File: src/rtl/shift_serdes_pkg.sv
// ============================================================================
// Module   : shift_serdes_pkg
// Brief    : Shared state encoding, mode/direction constants and beat helper
//            for the shift_reg_serdes lane shifter.
// Revision : 1.0 - initial release
// ============================================================================
`default_nettype none

package shift_serdes_pkg;

  typedef enum logic [1:0] {
    IDLE      = 2'd0,
    SHIFT_IN  = 2'd1,
    HOLD      = 2'd2,
    SHIFT_OUT = 2'd3
  } state_t;

  localparam logic MODE_SIPO = 1'b0;
  localparam logic MODE_PISO = 1'b1;
  localparam logic DIR_RIGHT = 1'b0;
  localparam logic DIR_LEFT  = 1'b1;

  function automatic int beats(input int width, input int lane);
    return width / lane;
  endfunction

endpackage

`default_nettype wire

File: src/rtl/shift_reg_serdes_if.sv
// ============================================================================
// Module   : shift_reg_serdes_if
// Brief    : Control, serial and parallel handshake bundle of shift_reg_serdes.
//            SHIFT_SERDES_BITREV_EN adds the bitrev control input.
// Revision : 1.0 - initial release
// ============================================================================
`default_nettype none

interface shift_reg_serdes_if #(
  parameter int WIDTH = 16,
  parameter int LANE  = 1
);
  logic             flush;
  logic             mode;
  logic             dir;
`ifdef SHIFT_SERDES_BITREV_EN
  logic             bitrev;
`endif
  logic [LANE-1:0]  s_in;
  logic             s_in_valid;
  logic             s_in_ready;
  logic [LANE-1:0]  s_out;
  logic             s_out_valid;
  logic             s_out_ready;
  logic [WIDTH-1:0] p_in;
  logic             p_in_valid;
  logic             p_in_ready;
  logic [WIDTH-1:0] p_out;
  logic             p_out_valid;
  logic             p_out_ready;
  logic             busy;

  // master drives the block (producer/consumer side), slave is the block itself
  modport master (
`ifdef SHIFT_SERDES_BITREV_EN
    output bitrev,
`endif
    output flush, mode, dir,
    output s_in, s_in_valid, s_out_ready,
    output p_in, p_in_valid, p_out_ready,
    input  s_in_ready, s_out, s_out_valid,
    input  p_in_ready, p_out, p_out_valid, busy
  );

  modport slave (
`ifdef SHIFT_SERDES_BITREV_EN
    input  bitrev,
`endif
    input  flush, mode, dir,
    input  s_in, s_in_valid, s_out_ready,
    input  p_in, p_in_valid, p_out_ready,
    output s_in_ready, s_out, s_out_valid,
    output p_in_ready, p_out, p_out_valid, busy
  );

endinterface

`default_nettype wire

File: src/rtl/shift_lane_reg.sv
// ============================================================================
// Module   : shift_lane_reg
// Brief    : WIDTH-bit register moving LANE bits per beat: parallel load,
//            directional shift-in, zero-fill shift-out and synchronous clear.
// Revision : 1.0 - initial release
// ============================================================================
`default_nettype none

module shift_lane_reg #(
  parameter int WIDTH = 16,
  parameter int LANE  = 1
) (
  input  logic             clk,
  input  logic             clr,
  input  logic             clear,
  input  logic             load,
  input  logic             shift_in,
  input  logic             shift_out,
  input  logic             dir,
  input  logic [WIDTH-1:0] load_data,
  input  logic [LANE-1:0]  s_in,
  output logic [WIDTH-1:0] q
);

  logic [WIDTH-1:0] r_q;
  logic [WIDTH-1:0] w_in_right;
  logic [WIDTH-1:0] w_in_left;
  logic [WIDTH-1:0] w_out_right;
  logic [WIDTH-1:0] w_out_left;

  // A full-width lane replaces the whole word, so there is nothing to slice.
  generate
    if (LANE == WIDTH) begin : g_single
      assign w_in_right  = s_in;
      assign w_in_left   = s_in;
      assign w_out_right = '0;
      assign w_out_left  = '0;
    end else begin : g_multi
      assign w_in_right  = {s_in, r_q[WIDTH-1:LANE]};
      assign w_in_left   = {r_q[WIDTH-LANE-1:0], s_in};
      assign w_out_right = {{LANE{1'b0}}, r_q[WIDTH-1:LANE]};
      assign w_out_left  = {r_q[WIDTH-LANE-1:0], {LANE{1'b0}}};
    end
  endgenerate

  always_ff @(posedge clk or posedge clr) begin
    if (clr) begin
      r_q <= '0;
    end else if (clear) begin
      r_q <= '0;
    end else if (load) begin
      r_q <= load_data;
    end else if (shift_in) begin
      r_q <= dir ? w_in_left : w_in_right;
    end else if (shift_out) begin
      r_q <= dir ? w_out_left : w_out_right;
    end
  end

  assign q = r_q;

endmodule

`default_nettype wire

File: src/rtl/shift_reg_serdes.sv
// ============================================================================
// Module   : shift_reg_serdes
// Brief    : Lane shift register with SIPO/PISO conversion and valid/ready
//            handshakes. Optional macro SHIFT_SERDES_BITREV_EN adds bit-reversed
//            presentation of assembled SIPO words.
// Revision : 1.0 - initial release
// ============================================================================
`default_nettype none

module shift_reg_serdes
  import shift_serdes_pkg::*;
#(
  parameter int WIDTH = 16,
  parameter int LANE  = 1
) (
  input  logic              clk,
  input  logic              clr,
  shift_reg_serdes_if.slave bus
);

  localparam int c_beats = beats(WIDTH, LANE);
  localparam int c_cnt_w = $clog2(c_beats) + 1;
  localparam logic [c_cnt_w-1:0] c_last = c_cnt_w'(c_beats - 1);

  state_t             r_state;
  state_t             w_state_nxt;
  logic [c_cnt_w-1:0] r_cnt;
  logic               r_mode;
  logic               r_dir;
  logic [WIDTH-1:0]   w_reg;
  logic               w_last;
  logic               w_clear;
  logic               w_load;
  logic               w_shift_in;
  logic               w_shift_out;
  logic               w_cfg_latch;
  logic               w_cnt_clr;
  logic               w_cnt_inc;
  logic               w_hold;

  assign w_last = (r_cnt == c_last);

  always_ff @(posedge clk or posedge clr) begin
    if (clr) begin
      r_state <= IDLE;
      r_cnt   <= '0;
      r_mode  <= MODE_SIPO;
      r_dir   <= DIR_RIGHT;
    end else begin
      r_state <= w_state_nxt;
      if (w_cnt_clr) begin
        r_cnt <= '0;
      end else if (w_cnt_inc) begin
        r_cnt <= r_cnt + c_cnt_w'(1);
      end
      if (w_cfg_latch) begin
        r_mode <= bus.mode;
        r_dir  <= bus.dir;
      end
    end
  end

  // flush overrides every state and swallows any handshake on the same edge
  always_comb begin
    w_state_nxt = r_state;
    w_clear     = 1'b0;
    w_load      = 1'b0;
    w_shift_in  = 1'b0;
    w_shift_out = 1'b0;
    w_cfg_latch = 1'b0;
    w_cnt_clr   = 1'b0;
    w_cnt_inc   = 1'b0;
    if (bus.flush) begin
      w_state_nxt = IDLE;
      w_clear     = 1'b1;
      w_cnt_clr   = 1'b1;
    end else begin
      case (r_state)
        IDLE: begin
          if (bus.mode == MODE_SIPO) begin
            w_state_nxt = SHIFT_IN;
            w_cfg_latch = 1'b1;
            w_clear     = 1'b1;
            w_cnt_clr   = 1'b1;
          end else if (bus.p_in_valid) begin
            w_state_nxt = SHIFT_OUT;
            w_cfg_latch = 1'b1;
            w_load      = 1'b1;
            w_cnt_clr   = 1'b1;
          end
        end
        SHIFT_IN: begin
          if (bus.s_in_valid) begin
            w_shift_in = 1'b1;
            w_cnt_inc  = 1'b1;
            if (w_last) begin
              w_state_nxt = HOLD;
            end
          end
        end
        HOLD: begin
          if (bus.p_out_ready) begin
            w_state_nxt = IDLE;
          end
        end
        SHIFT_OUT: begin
          if (bus.s_out_ready) begin
            w_shift_out = 1'b1;
            w_cnt_inc   = 1'b1;
            if (w_last) begin
              w_state_nxt = IDLE;
            end
          end
        end
        default: begin
          w_state_nxt = IDLE;
        end
      endcase
    end
  end

  shift_lane_reg #(
    .WIDTH (WIDTH),
    .LANE  (LANE)
  ) u_lane_reg (
    .clk       (clk),
    .clr       (clr),
    .clear     (w_clear),
    .load      (w_load),
    .shift_in  (w_shift_in),
    .shift_out (w_shift_out),
    .dir       (r_dir),
    .load_data (bus.p_in),
    .s_in      (bus.s_in),
    .q         (w_reg)
  );

  assign w_hold          = (r_state == HOLD) && (r_mode == MODE_SIPO);
  assign bus.s_in_ready  = (r_state == SHIFT_IN);
  assign bus.s_out_valid = (r_state == SHIFT_OUT);
  assign bus.p_out_valid = w_hold;
  assign bus.p_in_ready  = (r_state == IDLE) && (bus.mode == MODE_PISO) && !bus.flush;
  assign bus.busy        = (r_state != IDLE);
  assign bus.s_out       = (r_dir == DIR_LEFT) ? w_reg[WIDTH-1:WIDTH-LANE] : w_reg[LANE-1:0];

`ifdef SHIFT_SERDES_BITREV_EN
  logic             r_bitrev;
  logic [WIDTH-1:0] w_rev;

  always_ff @(posedge clk or posedge clr) begin
    if (clr) begin
      r_bitrev <= 1'b0;
    end else if (w_cfg_latch) begin
      r_bitrev <= bus.bitrev;
    end
  end

  generate
    for (genvar gi = 0; gi < WIDTH; gi++) begin : g_rev
      assign w_rev[gi] = w_reg[WIDTH-1-gi];
    end
  endgenerate

  // Reversal only applies to the presented word; the register keeps shift order.
  assign bus.p_out = (w_hold && r_bitrev) ? w_rev : w_reg;
`else
  assign bus.p_out = w_reg;
`endif

endmodule

`default_nettype wire

File: src/flat_wrapper.sv
// flat-port wrapper written by rule: the top's interface ports become plain ports
module shift_reg_serdes_flat import shift_serdes_pkg::*;
#(
  parameter int WIDTH = 16,
  parameter int LANE  = 1
)
  (clk, clr, bus_flush, bus_mode, bus_dir, bus_s_in, bus_s_in_valid, bus_s_out_ready, bus_p_in, bus_p_in_valid, bus_p_out_ready, bus_s_in_ready, bus_s_out, bus_s_out_valid, bus_p_in_ready, bus_p_out, bus_p_out_valid, bus_busy);
  shift_reg_serdes_if #(.WIDTH(WIDTH), .LANE(LANE)) bus_i ();
  input  logic clk;
  input  logic clr;
  input wire logic [$bits(bus_i.flush)-1:0] bus_flush;
  input wire logic [$bits(bus_i.mode)-1:0] bus_mode;
  input wire logic [$bits(bus_i.dir)-1:0] bus_dir;
  input wire logic [$bits(bus_i.s_in)-1:0] bus_s_in;
  input wire logic [$bits(bus_i.s_in_valid)-1:0] bus_s_in_valid;
  input wire logic [$bits(bus_i.s_out_ready)-1:0] bus_s_out_ready;
  input wire logic [$bits(bus_i.p_in)-1:0] bus_p_in;
  input wire logic [$bits(bus_i.p_in_valid)-1:0] bus_p_in_valid;
  input wire logic [$bits(bus_i.p_out_ready)-1:0] bus_p_out_ready;
  output wire logic [$bits(bus_i.s_in_ready)-1:0] bus_s_in_ready;
  output wire logic [$bits(bus_i.s_out)-1:0] bus_s_out;
  output wire logic [$bits(bus_i.s_out_valid)-1:0] bus_s_out_valid;
  output wire logic [$bits(bus_i.p_in_ready)-1:0] bus_p_in_ready;
  output wire logic [$bits(bus_i.p_out)-1:0] bus_p_out;
  output wire logic [$bits(bus_i.p_out_valid)-1:0] bus_p_out_valid;
  output wire logic [$bits(bus_i.busy)-1:0] bus_busy;
  assign bus_i.flush = bus_flush;
  assign bus_i.mode = bus_mode;
  assign bus_i.dir = bus_dir;
  assign bus_i.s_in = bus_s_in;
  assign bus_i.s_in_valid = bus_s_in_valid;
  assign bus_i.s_out_ready = bus_s_out_ready;
  assign bus_i.p_in = bus_p_in;
  assign bus_i.p_in_valid = bus_p_in_valid;
  assign bus_i.p_out_ready = bus_p_out_ready;
  assign bus_s_in_ready = bus_i.s_in_ready;
  assign bus_s_out = bus_i.s_out;
  assign bus_s_out_valid = bus_i.s_out_valid;
  assign bus_p_in_ready = bus_i.p_in_ready;
  assign bus_p_out = bus_i.p_out;
  assign bus_p_out_valid = bus_i.p_out_valid;
  assign bus_busy = bus_i.busy;
  shift_reg_serdes #(.WIDTH(WIDTH), .LANE(LANE)) u_core (.clk(clk), .clr(clr), .bus(bus_i));
endmodule
File: config.mk
export PLATFORM = sky130hd
export DESIGN_NAME = shift_reg_serdes_flat
export DESIGN_NICKNAME = d
export VERILOG_FILES = /design/src/rtl/shift_serdes_pkg.sv /design/src/rtl/shift_reg_serdes_if.sv /design/src/rtl/shift_lane_reg.sv /design/src/rtl/shift_reg_serdes.sv /design/src/flat_wrapper.sv
export SDC_FILE = /design/constraint.sdc
export NUM_CORES = 1
export LEC_CHECK = 0
export ABC_AREA = 1
export CAP_MARGIN = 20
export CELL_PAD_IN_SITES_DETAIL_PLACEMENT = 1
export CELL_PAD_IN_SITES_GLOBAL_PLACEMENT = 1
export CORE_MARGIN = 2
export CORE_UTILIZATION = 33
export DETAILED_ROUTE_END_ITERATION = 10
export PLACE_DENSITY_LB_ADDON = 0.08
export SLEW_MARGIN = 0
export SYNTH_ARGS = -nofsm -noshare
export SYNTH_HDL_FRONTEND = slang
export SYNTH_SLANG_ARGS = --single-unit
File: constraint.sdc
create_clock -name clk -period 1.5 [get_ports clk]
set_input_delay 0.3 -clock clk [delete_from_list [all_inputs] [get_ports clk]]
set_output_delay 0.3 -clock clk [all_outputs]
set_load 0.02 [all_outputs]
==> out/qor.yml, run 1 <==
power_and_ir_drop:
  ir_drop_mv: 0.3476
  p_leak_nw: 1.389
  p_switching_uw: 739.0
  p_sw_share_pct: 36.86
  power_frac_comb_pct: 41.8
  power.density_nw_per_um2: 746.7
  internal_power_mw: 1.266
  clock_power_share_pct: 21.9
  pwr-share-seq_pct: 36.3
job:
  cap_viol_max_count: 0
worst_setup_path:
  path_cells: "buf_6 > buf_6 > nor2_4 > nand3_4 > a21oi_4 > buf_6 > buf_6 > nand3_2 > nand2_1"
  crit_type: "register to register"
  cp_num_buf_inv: 4
  cp-start-kind: "register"
  worst-endpoint-required_ns: 1.72
  critPathArrivalTime_ns: 1.81
  crit_family: "buffers and inverters"
  critPathMaxStageDelay_ns: 0.41
  crit_top_cell: "buf_6"
  setup.worst_path.end_class: "register"
  cp_max_fo: 5
  slowest_stage: "dfrtp_1"
placement:
  post-place-ws_ns: -0.3974
  hpwlAfterDp_um: 3724
  portBuffers: 47
  gp_congestion: 0.7879
logic_synthesis:
  syn_area_sq_um: 1645
  synthMuxAreaShare_pct: 0
  synthDistinctLibCells: 24
  synth_top_family_by_area: "simple AND/OR/NAND/NOR gates"
  synth_top_area_share_pct: 38.02
  synth_xor_area_share_pct: 0
  synthSimpleGateAreaFrac_pct: 26.92
  synth_compound_area_share_pct: 19.24
  synthAdderAreaFrac_pct: 1.521
  yosysWarnings: 0
  ys_seq_area_share_pct: 38.02
  synth_seq_cells: 25
  synth.avg_cell_area_sq_um: 6.913
  synthTopCellsByArea: "dfrtp_1 (38%), nand2_1 (16%), inv_1 (10%)"
  synth_top_area_cell: "dfrtp_1"
  syn-num-nets: 266
  syn_inst: 238
timing:
  fmax_mhz: 627.4
  max_slew_margin_pct: 76.74
  finalHoldViolCount: 0
  post-route-period-util_pct: 106.3
  setup_slack_ns: -0.09387
  skew_ns: 0.01381
  rsz0062_at_grt: "true"
  fin_crit_ns: 1.594
  drv_slew: 0
  setup_viol: 17
  tns_ns: -0.6838
  worst_pin_slew_ns: 0.3489
cts:
  clk_latency_ns: 0.29
  cts_buffers: 3
  path_clk_slew_ns: 0.11
  ctsHoldBuffers: 0
  cts_sinks: 25
  cts_buffer_depth: 2
  tritoncts: "done"
  clockRootBuffer: "clkbuf_8"
  cts_max_level: 1
global_routing:
  grt_pass1_vias: 1881
  gr-usage-met2_pct: 36.48
  met3_usage_pct: 2.142
  met1_usage_pct: 25.69
  track_usage_pct: 20.33
  grt_max_degree: 29
  grt_overflow: 0
  grt_pass1_wl_um: 8618
  antenna_found_initial: 0
  grt.busiest_layer: "met2"
route:
  drt_iter0_drc: 70
  antenna_left: 0
  drt_first_pass_iters: 2
  drt_wl_total_um: 5348
  routedWlPerCell_um: 13.78
  vias: 1823
  drc_errors: 0
  vias_per_cell: 4.698
status:
  status: "finished with violations"
  failed_checks: "setup timing"
layout:
  layout_commonest_cell: "nand2_1"
  final_nets: 350
  final_cell_mix: "nand2_1 (55), inv_1 (44), buf_4 (29)"
  antenna_cells: 0
  syn2layout_area_growth_pct: 63.19
  final_layout_size_suffix_gt1_share_pct: 32.09
floorplanning:
  initial_core_util_pct: 34.61
  core_sq_um: 4755
  die_h_um: 74.61
  ios: 48
  die_area_sq_um: 5567
  fp-row-count: 25
  die_x_um: 74.61
worst_hold_path:
  min_path_type: "input pin to async pin"
-- through the flow --
step	hold slack, ns	cell area (sq um)	utilization (%)	instances	power [mW]
final	0.3670	2685	56.47	388	2.005
after global routing	0.4276	2685	56.47	388	2.110
after CTS	0.3917	2630	55.32	387	1.986
after detailed placement	0.5064	2386	50.18	373	1.417
after global placement	0.4682	2386	50.18	373	1.408
after floorplan	0.3273	1650	-	238	1.074
-- cells in the mapped netlist --
cell / number
inv_2: 3
inv_4: 1
a21oi_1: 4
o21ai_2: 10
nor2_8: 1
buf_6: 2
nand2_2: 2
clkbuf_1: 3
nor2_2: 1
nor2_1: 6
nand3_1: 8
nand4_1: 3
or2_2: 2
o21ai_0: 25
a21oi_4: 1
nand3_2: 2
o31ai_1: 1
buf_2: 3
nand2_1: 72
dfrtp_1: 25
ha_1: 2
inv_1: 45
nor3_1: 4
o21ai_1: 12
-- power by group through the flow --
stage               clock [mW]  combinational, mW  sequential (mW)
floorplan                    0              0.324            0.750
global placement             0              0.661            0.747
detailed placement           0              0.669            0.748
CTS                      0.453              0.807            0.726
global route             0.472              0.905            0.733
finish                   0.438              0.838            0.729
-- cell type report --
cell class	instances	area (sq um)
Multi-Input combinational cell	156	949.7
Sequential cell	25	625.6
Tap cell	67	83.83
Timing Repair Buffer	87	780.7
Fill cell	618	2069
Clock inverter	1	7.507
Inverter	49	196.4
Clock buffer	3	41.29
-- state kept, by name, indices dropped and copies added, names as in the netlist --
signal,count
u_core.u_lane_reg.q,16
u_core.r_cnt,5
u_core.r_state,2
u_core.r_mode,1
u_core.r_dir,1
-- worst reg2reg max path, stage by stage (launching register included) --
cell	delay, ns
dfrtp_1	0.41
buf_6	0.14
buf_6	0.11
nor2_4	0.13
nand3_4	0.14
a21oi_4	0.24
buf_6	0.14
buf_6	0.09
nand3_2	0.06
nand2_1	0.07
-- worst paths after layout --
path                                        start                 endpoint  slack (ns)  depth (start not counted)
worst max-delay path            u_core.r_state[0]  u_core.u_lane_reg.q[15]       -0.09                          9
min in group clk                    u_core.r_mode            u_core.r_mode        0.54                          2
worst min-delay path                          clr   u_core.u_lane_reg.q[3]        0.37                          3
max in group asynchronous                     clr        u_core.r_state[1]        0.86                          3
worst min register to register      u_core.r_mode            u_core.r_mode        0.54                          2
worst max register to register  u_core.r_state[0]  u_core.u_lane_reg.q[15]       -0.09                          9
-- kinds of logic (layout without fill, tap and decap cells) --
| family | after synthesis | in the layout |
|---|---|---|
| buf+inv | 57 | 140 |
| compound gates | 53 | 53 |
| fa+ha+maj | 2 | 2 |
| simple gates | 101 | 101 |
| flops | 25 | 25 |
-- routing by layer --
layer  wire length [um]  vias to the layer above
met3                139                        4
li1                   -                      909
met4                 59                        0
met2               2883                       28
met5                  0                        -
met1               2265                      882
-- repair_timing --
action	CTS	global route
pin swaps	6	6
endpoints found under the setup margin	41	29
buffers inserted	10	3
resized for setup	84	29
cloned	1	0
Note: power is estimated with default switching activity, not from simulation.
==> run 2, diff against run 1 <==
--- a/config.mk
+++ b/config.mk
@@ -9,6 +9,7 @@
 export CAP_MARGIN = 20
 export CELL_PAD_IN_SITES_DETAIL_PLACEMENT = 1
 export CELL_PAD_IN_SITES_GLOBAL_PLACEMENT = 1
+export CORE_ASPECT_RATIO = 0.9
 export CORE_MARGIN = 2
 export CORE_UTILIZATION = 33
 export DETAILED_ROUTE_END_ITERATION = 10
==> run 2 against run 1 <==
  * The run now ends clean
  * Setup slack improved by 0.11 ns
  * Total power fell by 7.5%
  * Non-clock buffer count decreased by 10
  * Die area about the same
  * Fmax increased by 7.6%
  * Wire length is 8.6% lower
  * Final cell count shrank 3.1%
  * Clock skew fell by 0.012 ns
  * Combinational power decreased by 17%
  * Via count shrank 4.7%
  * Clock power decreased by 3%
==> out/qor.yml, run 2 (synthesized netlist as in run 1, its figures left out) <==
global_routing:
  grt_overflow: 0
  track_usage_pct: 19.43
  antenna_found_initial: 0
  grt_pass1_wl_um: 8590
  grt_pass1_vias: 1850
  grt_max_degree: 26
timing:
  skew_ns: 0.002220
  finalHoldViolCount: 0
  max_slew_margin_pct: 75.76
  setup_slack_ns: 0.01902
  drv_slew: 0
  fin_crit_ns: 1.481
  worst_pin_slew_ns: 0.3636
  rsz0062_at_grt: "true"
  post-route-period-util_pct: 98.73
  fmax_mhz: 675.2
  setup_viol: 0
floorplanning:
  initial_core_util_pct: 34.03
  die_x_um: 78.43
  die_h_um: 70.99
  core_sq_um: 4835
  fp-row-count: 24
  ios: 48
  die_area_sq_um: 5567
power_and_ir_drop:
  p_leak_nw: 1.230
  clock_power_share_pct: 22.8
  ir_drop_mv: 0.4859
  p_sw_share_pct: 35.38
  p_switching_uw: 655.8
  power.total_mw: 1.854
  pwr-share-seq_pct: 39.7
  internal_power_mw: 1.198
  power.density_nw_per_um2: 754.4
  power_frac_comb_pct: 37.5
worst_hold_path:
  min_path_type: "input pin to async pin"
worst_setup_path:
  cp_max_fo: 13
  crit_type: "input pin to register"
  critPathArrivalTime_ns: 1.69
  setup.worst_path.end_class: "register"
  cp-start-kind: "input pin"
  worst-endpoint-required_ns: 1.71
layout:
  final_cell_mix: "nand2_1 (70), inv_1 (43), buf_4 (26)"
  finish.instance_area_sq_um: 2457
  final_layout_size_suffix_gt1_share_pct: 22.51
  largest_reg_flops: 16
  final_cells: 376
  syn2layout_area_growth_pct: 49.35
  n_fill_cell: 639
  layout_commonest_cell: "nand2_1"
  final_nets: 340
  antenna_cells: 0
cts:
  path_clk_slew_ns: 0.10
  cts_buffers: 3
  clockRootBuffer: "clkbuf_8"
  tritoncts: "done"
  clk_latency_ns: 0.27
  cts_sinks: 25
  cts_buffer_depth: 2
  cts_max_level: 1
route:
  drt_first_pass_iters: 4
  drt_iter0_drc: 66
  routedWlPerCell_um: 13.00
  antenna_left: 0
  drc_errors: 0
  drt_wl_total_um: 4888
  vias_per_cell: 4.622
  vias: 1738
placement:
  post-place-ws_ns: -0.4010
  gp_congestion: 0.7679
  post_dp_cell_area_sq_um: 2376
  portBuffers: 47
  hpwlAfterDp_um: 3612
  dp.cells: 370
status:
  status: "finished clean"
job:
  cap_viol_max_count: 0
[run 2: changes by cell type in the layout (fill, tap and decap cells not counted), moves of 5 or more]
cell / previous run / this run
buf_6: 14 / 3
o21ai_2: 15 / 10
nand2_4: 8 / 1
nand2_1: 55 / 70
o21ai_0: 17 / 22
nand2_2: 11 / 3
[run 2: worst max-delay path, stage by stage]
cell	delay, ns
clkdlybuf4s50_1	0.49
inv_2	0.12
buf_4	0.17
o21ai_1	0.13
a21oi_4	0.18
buf_12	0.16
nand2_1	0.07
o21ai_2	0.05
[run 2: metrics by stage]
step	util, %	TNS, ns	hold slack (ns)
final	50.83	0	0.3979
after global routing	50.83	-0.5015	0.4270
after floorplan	-	0	0.3273
after detailed placement	49.15	-5.577	0.4993
after global placement	49.15	-5.136	0.4762
after CTS	50.03	0	0.4082
[run 2: final timing paths]
kind	to	cells past startpoint	slack, ns	start
max	u_core.u_lane_reg.q[6]	8	0.02	bus_flush
min	u_core.r_mode	3	0.40	clr
max reg2reg	u_core.u_lane_reg.q[6]	8	0.04	u_core.r_state[0]
min reg2reg	u_core.r_mode	2	0.52	u_core.r_mode
max in group asynchronous	u_core.r_state[1]	3	0.82	clr
min in group clk	u_core.r_mode	2	0.52	u_core.r_mode
[run 2: layout make-up]
class	instances	area, sq um	area share (%)
Clock buffer	3	41.29	1.680
Clock inverter	1	5.005	0.2037
Inverter	49	191.4	7.790
Multi-Input combinational cell	156	814.5	33.15
Sequential cell	25	626.9	25.51
Tap cell	65	81.33	3.310
Timing Repair Buffer	77	696.9	28.36
[run 2: timing repair]
action / CTS / global route
buffers inserted: 0 / 2
hold buffers: 0 / 0
resized for setup: 42 / 18
setup endpoints to repair: 39 / 21
[run 2: metal layers]
metal	vias up	routed length, um	GRT usage [%]
li1	886	-	-
met1	818	2341	26.00
met2	32	2313	34.10
met3	2	208	3.316
met4	0	25	2.339
met5	-	0	0
[run 2: power groups by stage]
stage	logic (mW)	registers [mW]	clock network (mW)
2_1_floorplan	0.324	0.750	0
3_3_place_gp	0.663	0.746	0
3_5_place_dp	0.672	0.748	0
4_1_cts	0.679	0.735	0.448
5_1_grt	0.770	0.741	0.471
6_report	0.695	0.736	0.423
